<file path="src/rtl/mem_access_unit.sv">
// Memory access unit: turns a decoder read/write command into a single
// request/acknowledge transaction on the memory port. It owns the program
// counter, keeps the most recent read data, and gives up on an access
// after TIMEOUT cycles without an acknowledge.
//
// state  | meaning
// -------+------------------------------------------------------------
// S_IDLE | no access in flight; sample the decoder command every edge
// S_WAIT | request driven with latched address/data; wait for ack
module mem_access_unit #(
    parameter int DATA_WIDTH = 8,
    parameter int ADDR_WIDTH = 8,
    parameter int TIMEOUT    = 15
) (
    input  logic                  clk,
    input  logic                  rst_n,
    input  logic [1:0]            i_mem_action,
    input  logic                  i_mem_addr_source,
    input  logic                  i_pc_counter_en,
    input  logic [ADDR_WIDTH-1:0] i_ar,
    input  logic [DATA_WIDTH-1:0] i_wdata,
    output logic                  o_busy,
    output logic [ADDR_WIDTH-1:0] o_pc,
    output logic [DATA_WIDTH-1:0] o_rdata,
    output logic                  o_rdata_valid,
    output logic                  o_err,
    output logic                  o_mem_req,
    output logic                  o_mem_we,
    output logic [ADDR_WIDTH-1:0] o_mem_addr,
    output logic [DATA_WIDTH-1:0] o_mem_wdata,
    input  logic                  i_mem_ack,
    input  logic [DATA_WIDTH-1:0] i_mem_rdata
);

    typedef enum logic {
        S_IDLE = 1'b0,
        S_WAIT = 1'b1
    } state_t;

    // The counter is cleared on acceptance and advanced once per WAIT cycle
    // without ack, so it equals TIMEOUT-1 during the TIMEOUT-th WAIT cycle;
    // that cycle is the last one in which an ack can still win.
    localparam logic [7:0] CNT_LAST = 8'(TIMEOUT - 1);
    localparam logic [ADDR_WIDTH-1:0] PC_ONE = {{(ADDR_WIDTH-1){1'b0}}, 1'b1};

    state_t                state_q, state_d;
    logic [7:0]            cnt_q, cnt_d;
    logic [ADDR_WIDTH-1:0] pc_q, pc_d;
    logic [ADDR_WIDTH-1:0] addr_q, addr_d;
    logic [DATA_WIDTH-1:0] wdata_q, wdata_d;
    logic [DATA_WIDTH-1:0] rdata_q, rdata_d;
    logic                  we_q, we_d;
    logic                  inc_q, inc_d;
    logic                  busy_q, busy_d;
    logic                  valid_q, valid_d;
    logic                  err_q, err_d;

    logic                  cmd_access;

    assign cmd_access = (i_mem_action == 2'b01) || (i_mem_action == 2'b10);

    // Next-state and next-register computation for the access sequencer.
    always_comb begin
        state_d = state_q;
        cnt_d   = cnt_q;
        pc_d    = pc_q;
        addr_d  = addr_q;
        wdata_d = wdata_q;
        rdata_d = rdata_q;
        we_d    = we_q;
        inc_d   = inc_q;
        busy_d  = busy_q;
        valid_d = 1'b0;
        err_d   = 1'b0;
        case (state_q)
            S_IDLE: begin
                if (cmd_access) begin
                    state_d = S_WAIT;
                    busy_d  = 1'b1;
                    cnt_d   = 8'd0;
                    addr_d  = i_mem_addr_source ? i_ar : pc_q;
                    we_d    = (i_mem_action == 2'b10);
                    wdata_d = i_wdata;
                    // An increment request only matters for PC-sourced
                    // accesses, so fold the source into the latched flag.
                    inc_d   = i_pc_counter_en & ~i_mem_addr_source;
                end
            end
            S_WAIT: begin
                if (i_mem_ack) begin
                    state_d = S_IDLE;
                    busy_d  = 1'b0;
                    if (!we_q) begin
                        rdata_d = i_mem_rdata;
                        valid_d = 1'b1;
                    end
                    if (inc_q) begin
                        pc_d = pc_q + PC_ONE;
                    end
                end else if (cnt_q == CNT_LAST) begin
                    state_d = S_IDLE;
                    busy_d  = 1'b0;
                    err_d   = 1'b1;
                end else begin
                    cnt_d = cnt_q + 8'd1;
                end
            end
        endcase
    end

    // State and output registers; reset aborts any access in flight.
    always_ff @(posedge clk or negedge rst_n) begin
        if (!rst_n) begin
            state_q <= S_IDLE;
            cnt_q   <= '0;
            pc_q    <= '0;
            addr_q  <= '0;
            wdata_q <= '0;
            rdata_q <= '0;
            we_q    <= 1'b0;
            inc_q   <= 1'b0;
            busy_q  <= 1'b0;
            valid_q <= 1'b0;
            err_q   <= 1'b0;
        end else begin
            state_q <= state_d;
            cnt_q   <= cnt_d;
            pc_q    <= pc_d;
            addr_q  <= addr_d;
            wdata_q <= wdata_d;
            rdata_q <= rdata_d;
            we_q    <= we_d;
            inc_q   <= inc_d;
            busy_q  <= busy_d;
            valid_q <= valid_d;
            err_q   <= err_d;
        end
    end

    assign o_busy        = busy_q;
    assign o_mem_req     = busy_q;
    assign o_pc          = pc_q;
    assign o_rdata       = rdata_q;
    assign o_rdata_valid = valid_q;
    assign o_err         = err_q;
    assign o_mem_we      = we_q;
    assign o_mem_addr    = addr_q;
    assign o_mem_wdata   = wdata_q;

endmodule

</file>
<file path="config.mk">
export PLATFORM = sky130hd
export DESIGN_NAME = mem_access_unit
export DESIGN_NICKNAME = d
export VERILOG_FILES = /design/src/rtl/mem_access_unit.sv
export SDC_FILE = /design/constraint.sdc
export NUM_CORES = 1
export LEC_CHECK = 0
export CAP_MARGIN = 20
export CORE_MARGIN = 2
export CORE_UTILIZATION = 45
export CTS_CLUSTER_DIAMETER = 80
export CTS_CLUSTER_SIZE = 14
export DETAILED_ROUTE_END_ITERATION = 16
export PLACE_DENSITY = 0.9
export SLEW_MARGIN = 20
export SYNTH_ARGS = -nofsm -noshare
export SYNTH_HDL_FRONTEND = slang
export SYNTH_SLANG_ARGS = --single-unit
export TNS_END_PERCENT = 20
</file>
<file path="constraint.sdc">
create_clock -name clk -period 1.6 [get_ports clk]
set_input_delay 0.24 -clock clk [delete_from_list [all_inputs] [get_ports clk]]
set_output_delay 0.24 -clock clk [all_outputs]
set_load 0.005 [all_outputs]
</file>
# After elaboration in Yosys (flattened, before gate mapping)
# Index checks and enable logic that the tools add are counted.
[totals]
n_memories = 0
rom_bits = 0
latchBits = 0
register_bits = 46
ramBits = 0
elab_cells = 49
[op_classes]
muxes = 19
add_sub_neg = 2
mul = 0
n_eq_ne = 7
n_div = 0
n_bitwise = 4
n_reduce_logical = 6
magnitude_cmp = 0
shift = 0
[ops]
columns = ["cell", "count"]
rows = [
  ["8-bit 2-to-1 mux", 4],
  ["8-bit by 1-bit adder with 8-bit output, second input constant", 2],
  ["8-bit one-hot mux with 2 select lines", 1],
  ["1-bit 2-to-1 mux", 12],
  ["3-bit AND reduction", 3],
  ["8-bit by 4-bit == test with 1-bit output, second input constant", 1],
  ["2-bit != test, second input constant", 3],
  ["1-bit one-hot mux with 2 select lines", 2],
  ["2-bit AND reduction", 2],
  ["3-bit by 2-bit != test with 1-bit output, second input constant", 1],
  ["1-bit NOT", 3],
  ["2-bit by 1-bit == test with 1-bit output, second input constant", 1],
  ["2-bit == test, second input constant", 1],
  ["1-bit AND", 1],
  ["1-bit logical OR", 1],
]

# Logic depth before layout (Yosys ltp)
[depth]
ltp_word = 4
ltp_mapped = 7

# Worst setup path after synthesis
# OpenSTA, ideal clock, no wires.
[synth_timing]
path_type = "register -> register"
from = "register cnt_q[0]"
to = "register cnt_q[3]"
t_required_ns = 1.521
arrival_time_ns = 1.268
path_stages_with_launch = 6
setup_slack_ns = 0.253
synth_period_minus_slack_ns = 1.347
n_path_buf = 0
path_cell_list = "dfrtp_1 > inv_1 > ha_1 > and3b_1 > a211oi_1 > mux2i_1"
[synth_between]
elab_chain_len = 4
[synth_rtl]
columns = ["element", "line", "rtl"]
rows = [
  ["from (decl)", "47", "logic [7:0] cnt_q, cnt_d;"],
  ["from (signal assigned)", "127", "cnt_q <= cnt_d;"],
  ["8-bit by 1-bit adder with 8-bit output", "105", "cnt_d = cnt_q + 8'd1;"],
  ["8-bit 2-to-1 mux", "100", "end else if (cnt_q == CNT_LAST) begin"],
  ["8-bit 2-to-1 mux", "90", "if (i_mem_ack) begin"],
  ["8-bit one-hot mux with 2 select lines", "75", "case (state_q)"],
]
# Parallel ways exist; a longest one is shown, timed or not. The select of a mux whose other input is x is not followed.
# A chain may end at the register's enable or synchronous reset.

# Worst setup path in the final report
[layout_timing]
from = "register pc_q[2], in the netlist o_pc[2]"
to = "output port o_pc[2]"
[layout_rtl]
columns = ["element", "line", "rtl"]
rows = [
  ["from (decl)", "48", "logic [ADDR_WIDTH-1:0] pc_q, pc_d;"],
  ["from (signal assigned)", "128", "pc_q <= pc_d;"],
  ["to (decl)", "23", "output logic [ADDR_WIDTH-1:0] o_pc,"],
]
# No word-level cell between the ends.

==> impl_metrics.json <==
{
  "yosysSeqAreaShare_pct": 55.42,
  "crit_path_top_delay_cell": "clkdlybuf4s50_1",
  "diodes": 0,
  "cp-startpoint": "o_pc[2]",
  "cts_buffers": 5,
  "critPathKind": "reg2out",
  "place_congestion": 0.8559,
  "grt_overflow": 0,
  "wirelength_mm": 4.232,
  "end_kind": "output pin",
  "clock-root-buffer": "clkbuf_8",
  "synth-seq-cells": 46,
  "drive_above_1_share_pct": 15.00,
  "synth_top_area_share_pct": 55.42,
  "fp.dieH_um": 71.94,
  "drc": 0,
  "clock_path_buffers": 2,
  "cts_max_level": 2,
  "min_period_ps": 1533,
  "hold_viol_final": 0,
  "rsz0062_at_grt": "false",
  "initial_core_util_pct": 47.05,
  "fp-row-count": 24,
  "critPathTopFamily": "buffers and inverters",
  "port-buffer-count": 67,
  "ir_worst_vdd_mv": 0.6838,
  "layout.nets": 294,
  "cp_num_cells": 1,
  "synth_edf_count": 0,
  "dp_slack_ps": -258.7,
  "antenna_found_initial": 0,
  "yosysTopAreaCell": "dfrtp_1",
  "start_kind": "flip-flop",
  "max_slew_margin_pct": 74.50,
  "fp.dieW_um": 71.94,
  "drv_slew": 0,
  "synth_nets": 216,
  "syn_avg_cell_area_um2": 11.48,
  "endpoint": "o_pc[2]",
  "tritoncts": "done",
  "firstDrtPassIters": 4,
  "fin_ws_ps": 67.17,
  "slowest_delay_ps": 540,
  "r2r-end": "cnt_q[3]",
  "area_growth_pct": 42.89,
  "path_clk_slew_ps": 80,
  "core_um2": 4414,
  "synthTopCellsByArea": "dfrtp_1 55%, nand2_1 8.0%, mux2i_1 5.8%, mux2_2 4.9%, ha_1 2.4%",
  "fin_tns_setup_ps": 0,
  "drt_first_iter_violations": 94,
  "ys_types": 38,
  "leakagePower_uw": 0.001358,
  "grt_pass1_vias": 1593,
  "worstPathRequired_ps": 1360,
  "crit_chain": "clkdlybuf4s50_1",
  "grt_pass1_wl_mm": 7.521,
  "max_freq_mhz": 652.4,
  "insertion_delay_ps": 290,
  "clock_skew_ps": 3.080,
  "avgRoutedWirePerCell_um": 13.56,
  "p_per_area_nw_per_um2": 1335,
  "reg2reg_depth": 5,
  "synth_area_um2": 2077,
  "status": "completed",
  "cts_sinks": 46,
  "report.final.setup_viol": 0,
  "critPathMaxFanout": 6,
  "ys.flop_type": "dfrtp_1",
  "fin_crit_sh_pct": 95.80,
  "ios": 68,
  "r2r-start": "cnt_q[0]",
  "netlist_instances": 181,
  "critPathBufInv": 1,
  "dp.cells": 303,
  "ff2ff_setup_slack_ps": 100,
  "power_uw": 3962,
  "via_per_inst": 5.067,
  "yosysWarnings": 0,
  "gr-usage-all-layers_pct": 18.74,
  "worstMarginPinSlew_ps": 382.5,
  "ant_nets": 0,
  "place_hpwl_mm": 3.245,
  "async_flop_share_pct": 100.0,
  "grt_max_degree": 22,
  "post_layout_nonfiller_instances": 312,
  "fillers": 347,
  "arrival_ps": 1290,
  "vias": 1581,
  "hold_class": "in2async",
  "maxCapViolCount": 0,
  "dieArea_um2": 5175
}
## registers in the layout, summed over array words and instances, names as in the netlist, 8 cells and up
signal and count:
o_pc 8, cnt_q 8, o_rdata 8, o_mem_addr 8, o_mem_wdata 8
## power by group
part	switching, uW	total (uW)	internal [uW]
Clock	387	846	460
Combinational	467	1340	877
Sequential	276	1770	1500
Total	1130	3960	2830
## through the flow
step / cell area (um^2) / hold WS, ps / utilization, %
floorplan: 2077 / -55.59 / -
global placement: 2846 / 161.9 / 64.48
detailed placement: 2846 / 163.4 / 64.48
CTS: 2965 / 380.0 / 67.18
global route: 2968 / 401.1 / 67.23
finish: 2968 / 371.7 / 67.23
## what timing repair did
item / 4_1_cts / 5_1_grt
setup endpoints to repair: 0 / 4
hold endpoints to repair: 14 / 0
gates resized for setup: 0 / 1
hold buffers: 1 / 0
setup buffers: 0 / 0
## placed cells by master (no fill, tap or decap), types with 2 or more instances in the layout
cell type,count
clkdlybuf4s50_1,66
dfrtp_1,46
nand2_1,44
mux2i_1,12
buf_4,10
mux2_2,9
o21ai_1,8
nand3_1,6
inv_1,5
clkbuf_8,5
xor2_1,4
ha_1,4
nor2_1,3
xnor2_1,3
and3b_1,2
o211ai_1,2
o31ai_1,2
a21oi_1,2
nor3_1,2
clkinv_2,2
## cells by family (layout without fill, tap and decap cells)
family                     after synthesis  after routing  synth area share, %
and+or+nand+nor                         71             71                18.31
DFF                                     46             46                55.42
muxes                                   21             21                10.66
AOI/OAI and AO/OA                       19             19                6.626
buffers and inverters                   13             92                3.614
xor gates and xnor gates                 7              7                2.952
adders and majority gates                4              4                2.410
## area by class of cell
| class | instances | area [um^2] | area share (%) |
|---|---|---|---|
| sequential | 46 | 1151 | 38.79 |
| multi-input combinational | 122 | 853.3 | 28.75 |
| timing repair buffer | 79 | 770.7 | 25.97 |
| clock buffer | 5 | 68.82 | 2.319 |
| tap | 52 | 65.06 | 2.192 |
| clock inverter | 3 | 40.04 | 1.349 |
| inverter | 5 | 18.77 | 0.6324 |
## synth_stat cells, types with 2 or more instances
master    count
a21oi_1       2
and3b_1       2
buf_2         3
buf_4         2
buf_6         2
dfrtp_1      46
ha_1          4
inv_1         5
mux2_2        9
mux2i_1      12
nand2_1      44
nand3_1       6
nor2_1        3
nor3_1        2
o211ai_1      2
o21ai_1       8
o31ai_1       2
or2_1         2
xnor2_1       3
xor2_1        4
## worst reg2reg max path, delay by kind of cell (launching register included)
| family | cells | cell delay, ps |
|---|---|---|
| flops | 1 | 420 |
| compound gates | 1 | 320 |
| mux | 1 | 220 |
| simple gates | 1 | 210 |
| fa+ha+maj | 1 | 190 |
| buf+inv | 1 | 60 |
## layer usage
metal / share of wire (%) / up-vias / GRT usage [%]
met4: 1.1 / 0 / 5.451
met5: 0 / - / 0
met3: 8.3 / 7 / 5.972
met1: 44 / 738 / 24.70
li1: - / 771 / -
met2: 47 / 65 / 30.04
## how the worst min path moves through the flow
stage	endpoint	cells past startpoint	slack, ps
finish	o_mem_addr[3]	2	370
global route	o_mem_addr[2]	2	400
CTS	o_mem_addr[2]	2	380
detailed placement	o_mem_addr[2]	1	160
global placement	o_mem_addr[2]	1	160
floorplan	cnt_q[0]	0	-60
(Power assumes the default switching activity.)
